--- config.mk ---
export PLATFORM = sky130hd
export DESIGN_NAME = gcd_operand_sequencer_flat
export DESIGN_NICKNAME = d
export VERILOG_FILES = /design/src/rtl/gcd_operand_sequencer_if.sv /design/src/rtl/gcd_operand_sequencer.sv /design/src/flat_wrapper.sv
export SDC_FILE = /design/constraint.sdc
export NUM_CORES = 1
export LEC_CHECK = 0
export BUFFER_PORTS_ARGS = -buffer_cell sky130_fd_sc_hd__buf_2
export CORE_UTILIZATION = 43
export DETAILED_ROUTE_END_ITERATION = 7
export PLACE_DENSITY_LB_ADDON = 0.1
export SLEW_MARGIN = 15
export SYNTH_ARGS = -nofsm -noshare
export SYNTH_HDL_FRONTEND = slang
export SYNTH_SLANG_ARGS = --single-unit
--- constraint.sdc ---
create_clock -name clk -period 2.73 [get_ports clk]
set_clock_uncertainty 0.05 [all_clocks]
set_input_delay 0.273 -clock clk [delete_from_list [all_inputs] [get_ports clk]]
set_output_delay 0.273 -clock clk [all_outputs]
set_load 0.005 [all_outputs]
--- src/rtl/gcd_operand_sequencer_if.sv ---
// Handshake and engine-side signal bundle for the GCD operand sequencer.
// The sequencer sits on the slave side; the producer/engine/consumer environment is the master.
interface gcd_operand_sequencer_if #(
    parameter int WIDTH = 16
);
    logic             in_valid;
    logic             in_ready;
    logic [WIDTH-1:0] in_a;
    logic [WIDTH-1:0] in_b;
    logic             eng_start;
    logic             eng_sel_b;
    logic [WIDTH-1:0] eng_data;
    logic             eng_done;
    logic [WIDTH-1:0] eng_result;
    logic             out_valid;
    logic             out_ready;
    logic [WIDTH-1:0] out_gcd;
    logic             out_err;
    logic             busy;

    modport slave (
        input  in_valid, in_a, in_b, eng_done, eng_result, out_ready,
        output in_ready, eng_start, eng_sel_b, eng_data, out_valid, out_gcd, out_err, busy
    );

    modport master (
        output in_valid, in_a, in_b, eng_done, eng_result, out_ready,
        input  in_ready, eng_start, eng_sel_b, eng_data, out_valid, out_gcd, out_err, busy
    );
endinterface

--- src/rtl/gcd_operand_sequencer.sv ---
// Operand sequencer for the GCD engine: buffers operand pairs, loads A then B into the
// engine, waits for done (bounded by a timeout) and holds the result until accepted.
// Zero operands never reach the engine because it would not terminate on them.
module gcd_operand_sequencer #(
    parameter int WIDTH       = 16,
    parameter int DEPTH       = 2,
    parameter int TIMEOUT_CYC = 1024
) (
    input logic                    clk,
    input logic                    rst_n,
    gcd_operand_sequencer_if.slave bus
);
    localparam int AW = $clog2(DEPTH);
    localparam int PW = AW + 1;
    localparam int CW = $clog2(TIMEOUT_CYC);

    typedef enum logic [2:0] {
        IDLE,
        LOAD_A,
        LOAD_B,
        WAIT,
        OUT
    } state_t;

    state_t           state_q, state_d;
    logic [PW-1:0]    wrPtr_q, rdPtr_q;
    logic [WIDTH-1:0] memA [DEPTH];
    logic [WIDTH-1:0] memB [DEPTH];
    logic [WIDTH-1:0] opA_q, opA_d;
    logic [WIDTH-1:0] opB_q, opB_d;
    logic [WIDTH-1:0] gcd_q, gcd_d;
    logic             err_q, err_d;
    logic [CW-1:0]    timeCnt_q, timeCnt_d;

    logic             fifoEmpty;
    logic             fifoFull;
    logic             push;
    logic             pop;
    logic [WIDTH-1:0] headA;
    logic [WIDTH-1:0] headB;

    logic             engStart;
    logic             engSelB;
    logic [WIDTH-1:0] engData;
    logic             outValid;
    logic [WIDTH-1:0] outGcd;
    logic             outErr;

    // Extra pointer bit distinguishes full from empty when the index bits match.
    assign fifoEmpty = (wrPtr_q == rdPtr_q);
    assign fifoFull  = (wrPtr_q[AW-1:0] == rdPtr_q[AW-1:0]) && (wrPtr_q[AW] != rdPtr_q[AW]);
    assign push      = bus.in_valid && !fifoFull;
    // The output register is only ever occupied in OUT, so being in IDLE means it is free.
    assign pop       = (state_q == IDLE) && !fifoEmpty;
    assign headA     = memA[rdPtr_q[AW-1:0]];
    assign headB     = memB[rdPtr_q[AW-1:0]];

    // Operand storage; contents are don't-care until a push writes them.
    always_ff @(posedge clk) begin
        if (push) begin
            memA[wrPtr_q[AW-1:0]] <= bus.in_a;
            memB[wrPtr_q[AW-1:0]] <= bus.in_b;
        end
    end

    // FIFO pointers advance independently so a push and pop can share a cycle.
    always_ff @(posedge clk or negedge rst_n) begin
        if (!rst_n) begin
            wrPtr_q <= '0;
            rdPtr_q <= '0;
        end else begin
            if (push) wrPtr_q <= wrPtr_q + PW'(1);
            if (pop)  rdPtr_q <= rdPtr_q + PW'(1);
        end
    end

    // State and run registers.
    always_ff @(posedge clk or negedge rst_n) begin
        if (!rst_n) begin
            state_q   <= IDLE;
            opA_q     <= '0;
            opB_q     <= '0;
            gcd_q     <= '0;
            err_q     <= 1'b0;
            timeCnt_q <= '0;
        end else begin
            state_q   <= state_d;
            opA_q     <= opA_d;
            opB_q     <= opB_d;
            gcd_q     <= gcd_d;
            err_q     <= err_d;
            timeCnt_q <= timeCnt_d;
        end
    end

    // Next-state logic: zero filtering on pop, timeout bookkeeping, done capture.
    always_comb begin
        state_d   = state_q;
        opA_d     = opA_q;
        opB_d     = opB_q;
        gcd_d     = gcd_q;
        err_d     = err_q;
        timeCnt_d = timeCnt_q;
        case (state_q)
            IDLE: begin
                if (pop) begin
                    opA_d = headA;
                    opB_d = headB;
                    if ((headA == '0) && (headB == '0)) begin
                        gcd_d   = '0;
                        err_d   = 1'b1;
                        state_d = OUT;
                    end else if (headA == '0) begin
                        gcd_d   = headB;
                        err_d   = 1'b0;
                        state_d = OUT;
                    end else if (headB == '0) begin
                        gcd_d   = headA;
                        err_d   = 1'b0;
                        state_d = OUT;
                    end else begin
                        state_d = LOAD_A;
                    end
                end
            end
            LOAD_A: begin
                state_d = LOAD_B;
            end
            LOAD_B: begin
                timeCnt_d = '0;
                state_d   = WAIT;
            end
            WAIT: begin
                if (bus.eng_done) begin
                    gcd_d   = bus.eng_result;
                    err_d   = 1'b0;
                    state_d = OUT;
                end else if (timeCnt_q == CW'(TIMEOUT_CYC - 1)) begin
                    gcd_d   = '0;
                    err_d   = 1'b1;
                    state_d = OUT;
                end else if (timeCnt_q != '1) begin
                    timeCnt_d = timeCnt_q + CW'(1);
                end
            end
            OUT: begin
                if (bus.out_ready) state_d = IDLE;
            end
            default: begin
                state_d = IDLE;
            end
        endcase
    end

    // Output decode purely from registered state, so nothing combinational reaches the ports.
    always_comb begin
        engStart = 1'b0;
        engSelB  = 1'b0;
        engData  = '0;
        outValid = 1'b0;
        outGcd   = '0;
        outErr   = 1'b0;
        case (state_q)
            LOAD_A: begin
                engStart = 1'b1;
                engData  = opA_q;
            end
            LOAD_B: begin
                engStart = 1'b1;
                engSelB  = 1'b1;
                engData  = opB_q;
            end
            OUT: begin
                outValid = 1'b1;
                outGcd   = gcd_q;
                outErr   = err_q;
            end
            default: begin
                engStart = 1'b0;
            end
        endcase
    end

    assign bus.in_ready  = !fifoFull;
    assign bus.eng_start = engStart;
    assign bus.eng_sel_b = engSelB;
    assign bus.eng_data  = engData;
    assign bus.out_valid = outValid;
    assign bus.out_gcd   = outGcd;
    assign bus.out_err   = outErr;
    assign bus.busy      = (state_q != IDLE) || !fifoEmpty;
endmodule

--- src/flat_wrapper.sv ---
// flat-port wrapper written by rule: the top's interface ports become plain ports
module gcd_operand_sequencer_flat 
#(
    parameter int WIDTH       = 16,
    parameter int DEPTH       = 2,
    parameter int TIMEOUT_CYC = 1024
)
  (clk, rst_n, bus_in_valid, bus_in_a, bus_in_b, bus_eng_done, bus_eng_result, bus_out_ready, bus_in_ready, bus_eng_start, bus_eng_sel_b, bus_eng_data, bus_out_valid, bus_out_gcd, bus_out_err, bus_busy);
  gcd_operand_sequencer_if #(.WIDTH(WIDTH)) bus_i ();
  input logic clk;
  input logic rst_n;
  input wire logic [$bits(bus_i.in_valid)-1:0] bus_in_valid;
  input wire logic [$bits(bus_i.in_a)-1:0] bus_in_a;
  input wire logic [$bits(bus_i.in_b)-1:0] bus_in_b;
  input wire logic [$bits(bus_i.eng_done)-1:0] bus_eng_done;
  input wire logic [$bits(bus_i.eng_result)-1:0] bus_eng_result;
  input wire logic [$bits(bus_i.out_ready)-1:0] bus_out_ready;
  output wire logic [$bits(bus_i.in_ready)-1:0] bus_in_ready;
  output wire logic [$bits(bus_i.eng_start)-1:0] bus_eng_start;
  output wire logic [$bits(bus_i.eng_sel_b)-1:0] bus_eng_sel_b;
  output wire logic [$bits(bus_i.eng_data)-1:0] bus_eng_data;
  output wire logic [$bits(bus_i.out_valid)-1:0] bus_out_valid;
  output wire logic [$bits(bus_i.out_gcd)-1:0] bus_out_gcd;
  output wire logic [$bits(bus_i.out_err)-1:0] bus_out_err;
  output wire logic [$bits(bus_i.busy)-1:0] bus_busy;
  assign bus_i.in_valid = bus_in_valid;
  assign bus_i.in_a = bus_in_a;
  assign bus_i.in_b = bus_in_b;
  assign bus_i.eng_done = bus_eng_done;
  assign bus_i.eng_result = bus_eng_result;
  assign bus_i.out_ready = bus_out_ready;
  assign bus_in_ready = bus_i.in_ready;
  assign bus_eng_start = bus_i.eng_start;
  assign bus_eng_sel_b = bus_i.eng_sel_b;
  assign bus_eng_data = bus_i.eng_data;
  assign bus_out_valid = bus_i.out_valid;
  assign bus_out_gcd = bus_i.out_gcd;
  assign bus_out_err = bus_i.out_err;
  assign bus_busy = bus_i.busy;
  gcd_operand_sequencer #(.WIDTH(WIDTH), .DEPTH(DEPTH), .TIMEOUT_CYC(TIMEOUT_CYC)) u_core (.clk(clk), .rst_n(rst_n), .bus(bus_i));
endmodule
==> metrics.csv <==
metric;value;unit
drc;0;
syn-instance-count;451;
slowest_delay;0.52;ns
startpoint_type;flip-flop;
fp-row-count;41;
cts_tree;built;
finalSetupViolCount;0;
crit_fanout;17;
grt_pass1_vias;3720;
netlist.area_leader.share;34.4;%
clk_pin_slew;0.06;ns
critPathTopFamily;simple AND/OR/NAND/NOR gates;
grt_usage;20.1;%
hold_viol_final;0;
dpl-instance-area;6340;sq um
endpoint_kind;flip-flop;
dpl.hpwl;8.94;mm
clkSinkCount;130;
die_h;116;um
synthTopCellsByArea;edfxtp_1 34%, dfrtp_1 30%, mux2i_1 6.1%;
drt_iter0_drc;265;
final_area;7270;sq um
tns;0;ns
slowest_stage;or4_1;
syn_area;5580;sq um
die_width;116;um
status;completed;
layout-drive-gt1-share;26.9;%
final_core_util;57.6;%
area_delta_synth_final;30.2;%
synth-edff-count;64;
synth_cell_types;44;
critPathRequiredTime;3.02;ns
ant_nets;0;
leakage;0.00302;uW
cts_setup_buffers;0;
initial_utilization;44.2;%
ys_warn_count;0;
ys_async_sr_fraction;50.8;%
ys.flop_type;dfrtp_1;
clockBufferDepth;2;
path_class;flip-flop to flip-flop;
grt_pass1_wl;19.5;mm
hold_class;input port to flip-flop;
worst_skew_pair.late_latency;0.42;ns
synth-seq-cells;130;
io_buffers;90;
slew_headroom;58.8;%
io_pins;91;
dieArea;13400;sq um
routed_wl;12.7;mm
path_buf_inv;1;
gp_congestion;0.783;
diodes;0;
grt_max_degree;67;
synth_fp_nets;505;
cts_inserted_buffers;17;
min_period;2.56;ns
cts_root_buffer;clkbuf_16;
final_nets;640;
wire_per_inst;16.5;um
timing_max_transition_violations_final;0;
total_power;8890;uW
ctsHtreeMaxLevel;4;
overflow;0;
yosysSeqAreaShare;64.0;%
irDropWorstVdd;553;uV
timing.final.crit_share;93.9;%
synth_most_common_cell;dfrtp_1;
antenna_found_initial;0;
vias_per_cell;5.05;
rsz0062_at_grt;no;
seqCellArea;3570;sq um
fill_cells;1059;
maxCapViolCount;0;
core_area;12600;sq um
synth_area_leader_cell;edfxtp_1;
route.vias.total;3896;
multi_input_area;1900;sq um
tightest_slew;0.600;ns
max_freq;390;MHz
worstPathArrival;2.85;ns
drtPass1Iterations;5;
path_cells;or4_1, o22ai_1, or4b_1, buf_4, o21ai_0, a22oi_1, a21oi_1;
syn-mean-instance-area;12.4;sq um
synth_common_cells;66 x dfrtp_1, 64 x edfxtp_1, 64 x nor2_1;
powerDensity;1220;nW/um^2
-- cell usage in the layout (no fill, tap or decap), types with 7 or more instances in the layout --
cell type / n
nor2_1: 63
clkbuf_16: 17
buf_2: 90
and2_1: 18
a22oi_1: 18
dlygate4sd3_1: 32
a21oi_1: 38
edfxtp_1: 64
mux2i_1: 34
nor4_1: 10
a21oi_2: 12
xnor2_1: 8
a22o_1: 16
buf_4: 16
o21ai_1: 7
dfrtp_1: 65
o21ai_0: 12
-- stage by stage --
step,setup slack [ns],hold slack [ns],cells
2_1_floorplan,0.268,-0.0726,451
3_3_place_gp,0.221,0.0723,707
3_5_place_dp,0.171,0.0742,707
4_1_cts,0.153,0.00284,771
5_1_grt,0.0349,0.00644,771
6_report,0.165,0.0129,771
-- cells by family (layout without fill, tap and decap cells) --
family | Yosys count | after routing | share of synthesized area, %
buf+inv | 30 | 178 | 2.42
simple gates | 129 | 129 | 11.6
flops | 130 | 130 | 64.0
fa+ha+maj | 1 | 1 | 0.224
mux | 35 | 35 | 6.30
xor+xnor | 13 | 13 | 2.04
compound gates | 113 | 113 | 13.4
-- final timing paths --
path                              startpoint                  end  slack (ns)  cells past startpoint
max in group asynchronous              rst_n      u_core.gcd_q[1]        1.86                      3
hold / removal                  bus_in_a[10]   u_core.memA[0][10]        0.01                      1
setup reg to reg           u_core.rdPtr_q[0]      u_core.gcd_q[1]        0.17                      7
setup / recovery           u_core.rdPtr_q[0]      u_core.gcd_q[1]        0.17                      7
hold reg to reg            u_core.wrPtr_q[1]    u_core.wrPtr_q[1]        0.44                      1
min in group asynchronous              rst_n  u_core.timeCnt_q[4]        0.20                      2
-- final cells by class --
class	instances	share of cell area (%)
sequential	130	49.2
multi-input combinational	291	26.1
timing repair buffer	141	13.1
clock buffer	17	5.85
tap	172	2.96
clock inverter	15	2.55
inverter	5	0.258
-- layer usage --
metal / wire length, um / track usage [%] / vias up / share of wire (%)
li1: - / - / 1934 / -
met1: 6310 / 29.3 / 1833 / 50
met2: 5560 / 28.5 / 115 / 44
met3: 615 / 4.76 / 14 / 4.8
met4: 237 / 9.06 / 0 / 1.9
met5: 0 / 0 / - / 0
-- flip-flops by register name (all words and copies together) (netlist names) --
name,count
u_core.gcd_q,16
u_core.memB,32
u_core.memA,32
u_core.wrPtr_q,2
u_core.opB_q,16
u_core.err_q,1
u_core.state_q,3
u_core.opA_q,16
u_core.timeCnt_q,10
u_core.rdPtr_q,2
-- where the power goes --
group	leakage, uW	internal [uW]	switching, uW
logic	0.00138	1370	1940
clock network	0.000282	1440	869
registers	0.00136	2880	387
-- what timing repair did --
item	4_1_cts	5_1_grt
gates resized for setup	0	2
setup endpoints to repair	0	2
hold buffers	32	0
endpoints found under the hold margin	128	0
(Power assumes the default switching activity.)
